$ cat src/rtl/core_sequencer.sv
// core_sequencer: per-block instruction sequencer. It owns pc and the active-thread mask and gates the per-lane enables.
// Optional WAIT watchdog, enabled by defining CORE_SEQ_TIMEOUT_EN.

module core_seq_lane (
  input  logic clk,
  input  logic reset,
  input  logic clr,
  input  logic acc,
  input  logic active,
  input  logic lsu_done,
  output logic ok
);
  logic sticky;

  always_ff @(posedge clk or negedge reset) begin
    if (!reset)      sticky <= 1'b0;
    else if (clr)    sticky <= 1'b0;
    else if (acc)    sticky <= sticky | lsu_done;
  end

  // A lane counts as complete if it is inactive, or if it has seen a completion now or earlier.
  assign ok = sticky | lsu_done | ~active;
endmodule

module core_sequencer #(
  parameter int PROGRAM_MEM_ADDR_BITS = 8,
  parameter int THREADS_PER_BLOCK     = 4,
  parameter int TIMEOUT_CYCLES        = 64
) (
  input  logic                               clk,
  input  logic                               reset,
  input  logic                               start,
  input  logic [$clog2(THREADS_PER_BLOCK):0] thread_count,
  output logic                               fetch_enable,
  input  logic                               fetch_done,
  input  logic                               is_ldr,
  input  logic                               is_str,
  input  logic                               is_branch,
  input  logic                               is_cmp,
  input  logic                               is_halt,
  input  logic                               writes_reg,
  input  logic [PROGRAM_MEM_ADDR_BITS-1:0]   branch_target,
  input  logic [THREADS_PER_BLOCK-1:0]       cond_met,
  input  logic [THREADS_PER_BLOCK-1:0]       lsu_done,
  output logic [THREADS_PER_BLOCK-1:0]       lsu_enable,
  output logic [THREADS_PER_BLOCK-1:0]       reg_write_enable,
  output logic [THREADS_PER_BLOCK-1:0]       nzp_write_enable,
  output logic [THREADS_PER_BLOCK-1:0]       active_mask,
  output logic [PROGRAM_MEM_ADDR_BITS-1:0]   pc,
  output logic [2:0]                         core_state,
  output logic                               done,
  output logic                               diverge_err,
  output logic                               timeout_err
);
  localparam int T  = THREADS_PER_BLOCK;
  localparam int AW = PROGRAM_MEM_ADDR_BITS;

  typedef enum logic [2:0] {
    S_IDLE = 3'd0, S_FETCH = 3'd1, S_DECODE = 3'd2, S_REQUEST = 3'd3,
    S_WAIT = 3'd4, S_EXECUTE = 3'd5, S_UPDATE = 3'd6, S_DONE = 3'd7
  } state_t;

  typedef struct packed {
    logic ldr;
    logic str;
    logic branch;
    logic cmp;
    logic halt;
    logic wr;
  } ctrl_t;

  state_t       state, state_nx;
  ctrl_t        ctrl_q;
  logic [T-1:0] start_mask, lane_ok, br_hit;
  logic         mem_op, wait_ok, br_uniform, br_partial, wd_fire;

  assign mem_op     = ctrl_q.ldr | ctrl_q.str;
  assign wait_ok    = ~mem_op | (&lane_ok);
  assign br_hit     = cond_met & active_mask;
  assign br_uniform = (br_hit == active_mask);
  assign br_partial = (|br_hit) & ~br_uniform;

  always_comb begin
    start_mask = '0;
    for (int i = 0; i < T; i++) start_mask[i] = (int'(thread_count) > i);
  end

  core_seq_lane u_lane [T-1:0] (
    .clk      (clk),
    .reset    (reset),
    .clr      (state == S_REQUEST && mem_op),
    .acc      (state == S_WAIT && mem_op),
    .active   (active_mask),
    .lsu_done (lsu_done),
    .ok       (lane_ok)
  );

`ifdef CORE_SEQ_TIMEOUT_EN
  localparam int CW = $clog2(TIMEOUT_CYCLES + 1);
  logic [CW-1:0] wait_cnt;

  always_ff @(posedge clk or negedge reset) begin
    if (!reset)                        wait_cnt <= '0;
    else if (state == S_WAIT && !wait_ok) wait_cnt <= wait_cnt + CW'(1);
    else                               wait_cnt <= '0;
  end

  assign wd_fire = (state == S_WAIT) && !wait_ok && (wait_cnt == CW'(TIMEOUT_CYCLES - 1));

  always_ff @(posedge clk or negedge reset) begin
    if (!reset)                       timeout_err <= 1'b0;
    else if (state == S_IDLE && start) timeout_err <= 1'b0;
    else if (wd_fire)                 timeout_err <= 1'b1;
  end
`else
  assign wd_fire     = 1'b0;
  assign timeout_err = 1'b0;
`endif

  always_ff @(posedge clk or negedge reset) begin
    if (!reset) state <= S_IDLE;
    else        state <= state_nx;
  end

  always_comb begin
    state_nx = state;
    case (state)
      S_IDLE:    if (start) state_nx = (thread_count == '0) ? S_DONE : S_FETCH;
      S_FETCH:   if (fetch_done) state_nx = S_DECODE;
      S_DECODE:  state_nx = S_REQUEST;
      S_REQUEST: state_nx = S_WAIT;
      S_WAIT: begin
        if (wd_fire)      state_nx = S_DONE;
        else if (wait_ok) state_nx = S_EXECUTE;
      end
      S_EXECUTE: state_nx = S_UPDATE;
      S_UPDATE:  state_nx = ctrl_q.halt ? S_DONE : S_FETCH;
      S_DONE:    if (!start) state_nx = S_IDLE;
      default:   state_nx = S_IDLE;
    endcase
  end

  // Decoded controls are captured once per instruction, so every enable is a pure function of registered state.
  always_ff @(posedge clk or negedge reset) begin
    if (!reset) begin
      pc          <= '0;
      active_mask <= '0;
      diverge_err <= 1'b0;
      ctrl_q      <= '0;
    end else begin
      case (state)
        S_IDLE: if (start) begin
          pc          <= '0;
          diverge_err <= 1'b0;
          active_mask <= start_mask;
        end
        S_DECODE: ctrl_q <= {is_ldr, is_str, is_branch, is_cmp, is_halt, writes_reg};
        S_UPDATE: if (!ctrl_q.halt) begin
          if (ctrl_q.branch && br_uniform) pc <= branch_target;
          else begin
            pc <= pc + AW'(1);
            if (ctrl_q.branch && br_partial) diverge_err <= 1'b1;
          end
        end
        default: ;
      endcase
    end
  end

  assign core_state       = state;
  assign fetch_enable     = (state == S_FETCH);
  assign done             = (state == S_DONE);
  assign lsu_enable       = (state == S_REQUEST && mem_op)    ? active_mask : '0;
  assign reg_write_enable = (state == S_UPDATE && ctrl_q.wr)  ? active_mask : '0;
  assign nzp_write_enable = (state == S_UPDATE && ctrl_q.cmp) ? active_mask : '0;
endmodule

$ cat config.mk
export PLATFORM = sky130hd
export DESIGN_NAME = core_sequencer
export DESIGN_NICKNAME = d
export VERILOG_FILES = /design/src/rtl/core_sequencer.sv
export SDC_FILE = /design/constraint.sdc
export NUM_CORES = 1
export LEC_CHECK = 0
export ABC_AREA = 1
export BUFFER_PORTS_ARGS = -buffer_cell sky130_fd_sc_hd__buf_2
export CELL_PAD_IN_SITES_DETAIL_PLACEMENT = 2
export CELL_PAD_IN_SITES_GLOBAL_PLACEMENT = 2
export CORE_MARGIN = 5
export CORE_UTILIZATION = 25
export DETAILED_ROUTE_END_ITERATION = 12
export GPL_TIMING_DRIVEN = 0
export PLACE_DENSITY_LB_ADDON = 0.1
export SLEW_MARGIN = 30
export SYNTH_ARGS = -nofsm -noshare
export SYNTH_HDL_FRONTEND = slang
export SYNTH_SLANG_ARGS = --single-unit
export TNS_END_PERCENT = 10
$ cat constraint.sdc
create_clock -name clk -period 1.65 [get_ports clk]
set_input_delay 0.0825 -clock clk [delete_from_list [all_inputs] [get_ports clk]]
set_output_delay 0.0825 -clock clk [all_outputs]
set_load 0.05 [all_outputs]
==> results by stage <==
Final layout:
- For this run, the share of the core covered by cells in the final layout is between 30% and 40%.
- The net count of the finished layout is approximately 320.
- 0 antenna diodes ended up in the layout.
- The layout overhead on the synthesized area is 43.94%.
- The share of post-route cells with drive strength above 1 is a little under two fifths.

Die:
- The number of top-level pins is 60.
- The floorplan step set the die width to between 80 and 90 um.
- After floorplanning, the core was divided into 29 placement rows.
- The initial standard-cell utilization of the core is 25.31%.
- The vertical die dimension is 89.73 um.
- The die covers a little over 0.008 sq mm.
- The core region is around 0.0063 sq mm.

Clock network:
- The CTS H-tree depth is 1.
- Clock latency on the worst-skew pair, taken at its later pin, is between 0.2 and 0.3 ns.
- The number of clock buffers added by TritonCTS is 3.
- CTS placed an instance of sky130_fd_sc_hd__clkbuf_8 at the clock tree root.
- TritonCTS built the clock tree.
- The longest clock path from root to sink contains 2 buffers.
- The clock drives 26 sinks.
- The clock transition at the register clock pins on the worst setup and hold paths after CTS is 0.10 ns.

Synthesis:
- Sorting the synthesized cells by how often they occur yields 69 x sky130_fd_sc_hd__nand2_1, 35 x sky130_fd_sc_hd__nor2_1, 26 x sky130_fd_sc_hd__dfrtp_1.
- The most used flip-flop cell after synthesis is sky130_fd_sc_hd__dfrtp_1.
- Of the post-synthesis cell area, the part taken by muxes is 2.835%.
- By instance count, the leading cell after synthesis is sky130_fd_sc_hd__nand2_1.
- The number of distinct standard cells referenced by the synthesized netlist is 28.
- By area the synthesized netlist is led by sky130_fd_sc_hd__dfrtp_1 41%, sky130_fd_sc_hd__nand2_1 16%, sky130_fd_sc_hd__nor2_1 8.3%.
- The xor and xnor area share after synthesis is ~1.7%.
- The number of enable-type register cells in the synthesized netlist is 0.
- The net count after synthesis is roughly 250.
- Synthesis produced a netlist whose cell count is between 200 and 250.
- The post-synthesis instance area is 0.001589 sq mm.
- The cell type contributing the most total cell area after synthesis is sky130_fd_sc_hd__dfrtp_1.
- The synthesized netlist devotes less than 1% of its cell area to adder and majority cells.
- Summing the areas of all and, or, nand and nor instances in the mapped netlist gives approximately 39% of the synthesized area.
- After synthesis, the largest area contributor takes up between 40 and 50% of total cell area.
- By area, the combinational part of the netlist is dominated by simple AND/OR/NAND/NOR gates.
- The total of flip-flops plus latches after synthesis is 26.
- Sequential cells were found to cover 40.94% of the synthesized design area.
- The Yosys step of the flow raised 0 warnings.
- The proportion of synthesized flip-flops having asynchronous set or reset is 100.0%.
- The average instance area after synthesis is 7.094 sq um.
- The fraction of the mapped netlist area in compound gates is roughly 5.5%.

Timing:
- The post-route clock skew is a little under 0.01 ns.
- The final critical path takes up a little over nine tenths of the cycle.
- The sum of negative setup slack is 0 ns.
- The number of hold violations in the final report is 0.
- The number of max-slew violations in the final report was 0.
- Setup violations remaining at the end of the flow were counted as 0.
- The final critical-path required period is approximately 1.6 ns.
- Setup repair after global routing could not meet its margin everywhere.
- Measured against its own limit, the worst slew margin works out to 56.74%.
- The timing-limited maximum frequency is between 600 and 700 MHz.
- For the pin with the worst max-slew slack, the measured transition is 0.6489 ns.

Critical path:
- The maximum fanout count along the critical path is 6.
- Across all register-to-register paths, the minimum setup slack is approximately 0.1 ns.
- The start-to-end type of the worst setup path is flop to output port.
- The launching element of the worst setup path is core_state[0].
- The number of cells on the worst reg-to-reg path is 9.
- The startpoint identified for the worst register-to-register timing path is core_state[0].
- STA puts the critical path data required time at ~1.6 ns.
- The end of the worst register-to-register path is pc[4].
- The most critical setup path has its endpoint at nzp_write_enable[0].
- The critical path capture point type is an output port.
- The critical path startpoint category is a flop.
- The arrival time of the worst setup path is 1.53 ns.

Routing:
- The per-cell via count in the routed design is between 4 and 5.
- The first detailed-routing pass ran for 4 iterations.
- Once detail routing completed, the nets flagged for antenna violations numbered 0.
- The total DRC errors in the routed layout is 0.
- The routed wire length per instance is roughly 15 um.
- The detailed-route wire length is roughly 5600 um.
- The routed via count is 1710.
- The DRC marker count from the first detailed-route iteration is 45.

Global route:
- The number of global-route vias before repair is around 1900.
- The first global-routing pass estimated between 9000 and 10000 um of wire.
- The initial antenna violation count is 0.
- The global-route usage over all layers is between 10 and 15%.
- The remaining global-route overflow is 0.
- Entering global routing, the biggest net connects 27 pins.

Power:
- The leakage power is around 1.2 nW.
- The power per standard cell area is roughly 2000 mW/mm^2.
- Summing internal, switching and leakage power gives roughly 0.0046 W.
- VDD sags by at most 704.0 uV.

Place:
- The wire-length estimate of the detail-placed layout is around 4300 um.
- The global placement routability congestion is roughly 0.7.
- The quantity of I/O buffers inserted on ports is 58.

Outcome:
- The run finished with clean final reports.

Run:
- The count of maximum capacitance violations is 0.

Min path:
- The class of the most critical hold timing path is primary input to flop.
==> layout by cell type, fill, tap and decap left out, types with 2 or more instances in the layout <==
master and count:
sky130_fd_sc_hd__nand2_1 66, sky130_fd_sc_hd__buf_2 46, sky130_fd_sc_hd__dfrtp_1 23, sky130_fd_sc_hd__inv_1 22, sky130_fd_sc_hd__nor2_1 21, sky130_fd_sc_hd__nand3_1 15
sky130_fd_sc_hd__buf_4 12, sky130_fd_sc_hd__nor2_2 10, sky130_fd_sc_hd__buf_6 10, sky130_fd_sc_hd__nand3b_1 8, sky130_fd_sc_hd__a21oi_1 8, sky130_fd_sc_hd__nor2_4 7
sky130_fd_sc_hd__nand4_1 6, sky130_fd_sc_hd__mux2_2 4, sky130_fd_sc_hd__inv_4 3, sky130_fd_sc_hd__nand2_4 3, sky130_fd_sc_hd__o21ai_0 3, sky130_fd_sc_hd__clkbuf_8 3
sky130_fd_sc_hd__dfrtp_2 3, sky130_fd_sc_hd__nand2_2 2, sky130_fd_sc_hd__o21ai_1 2, sky130_fd_sc_hd__xnor2_1 2
==> registers in the layout (all words and copies together), names as in the netlist <==
signal,count
active_mask,4
core_state,3
ctrl_q,6
pc,8
u_lane.sticky,4
diverge_err,1
==> worst min-delay path by stage <==
stage / startpoint / to / cells past startpoint / slack (ns)
after floorplan: reset / active_mask[0] / 0 / -0.21
after global placement: reset / core_state[0] / 1 / 0.16
after detailed placement: reset / core_state[1] / 1 / 0.15
after CTS: is_ldr / ctrl_q[5] / 2 / 0.02
after global routing: is_ldr / ctrl_q[5] / 2 / 0.02
final: is_ldr / ctrl_q[5] / 2 / 0.02
==> final cells by class <==
cell class,instances,area [sq um]
Clock inverter,1,30.03
Timing Repair Buffer,65,425.4
Inverter,27,110.1
Fill cell,759,3990
Clock buffer,3,41.29
Buffer,6,41.29
Sequential cell,26,654.4
Tap cell,77,96.34
Multi-Input combinational cell,165,888.4
==> critical path, cell delays in order, from the launching register on <==
cell	delay [ns]
sky130_fd_sc_hd__dfrtp_2	0.48
sky130_fd_sc_hd__inv_4	0.09
sky130_fd_sc_hd__nand2_1	0.08
sky130_fd_sc_hd__nor2_4	0.20
sky130_fd_sc_hd__nand2_4	0.11
sky130_fd_sc_hd__nor2_2	0.12
sky130_fd_sc_hd__buf_6	0.17
==> logic make-up after synthesis <==
kind of cell	after synthesis
and+or+nand+nor	140
buffers and inverters	33
adders and majority gates	1
xor gates and xnor gates	3
DFF	26
AOI/OAI and AO/OA	16
other	1
muxes	4
==> routing by layer <==
metal  wire (um)  global-route usage (%)  vias to the layer above
met5           0                       0                        -
li1            -                       -                      844
met1        2659                   18.76                      822
met2        2648                   22.68                       39
met3         226                   2.421                        5
met4          54                   3.401                        0
==> through the flow <==
stage | worst slack [ns] | hold WS [ns] | instances | instance area, sq um
global route | -0.07757 | 0.01833 | 370 | 2287
floorplan | -0.06522 | -0.2131 | 224 | 1640
detailed placement | -0.07428 | 0.1525 | 359 | 2027
CTS | -0.01218 | 0.01684 | 365 | 2176
finish | 0.03946 | 0.02252 | 370 | 2287
global placement | -0.09771 | 0.1579 | 359 | 2027
==> timing repair <==
| action | in CTS | in global routing |
|---|---|---|
| pin swaps | 1 | 3 |
| setup buffers | 1 | 5 |
| hold buffers | 1 | 0 |
| setup endpoints to repair | 20 | 23 |
| hold endpoints to repair | 26 | 0 |
| gates resized for setup | 22 | 19 |
| gates cloned | 0 | 0 |
==> power by group <==
part / total [W] / switching (W) / internal, W
Clock: 0.000553 / 0.000228 / 0.000325
Sequential: 0.00130 / 0.000361 / 0.000936
Combinational: 0.00272 / 0.00187 / 0.000846
(Power assumes the default switching activity.)
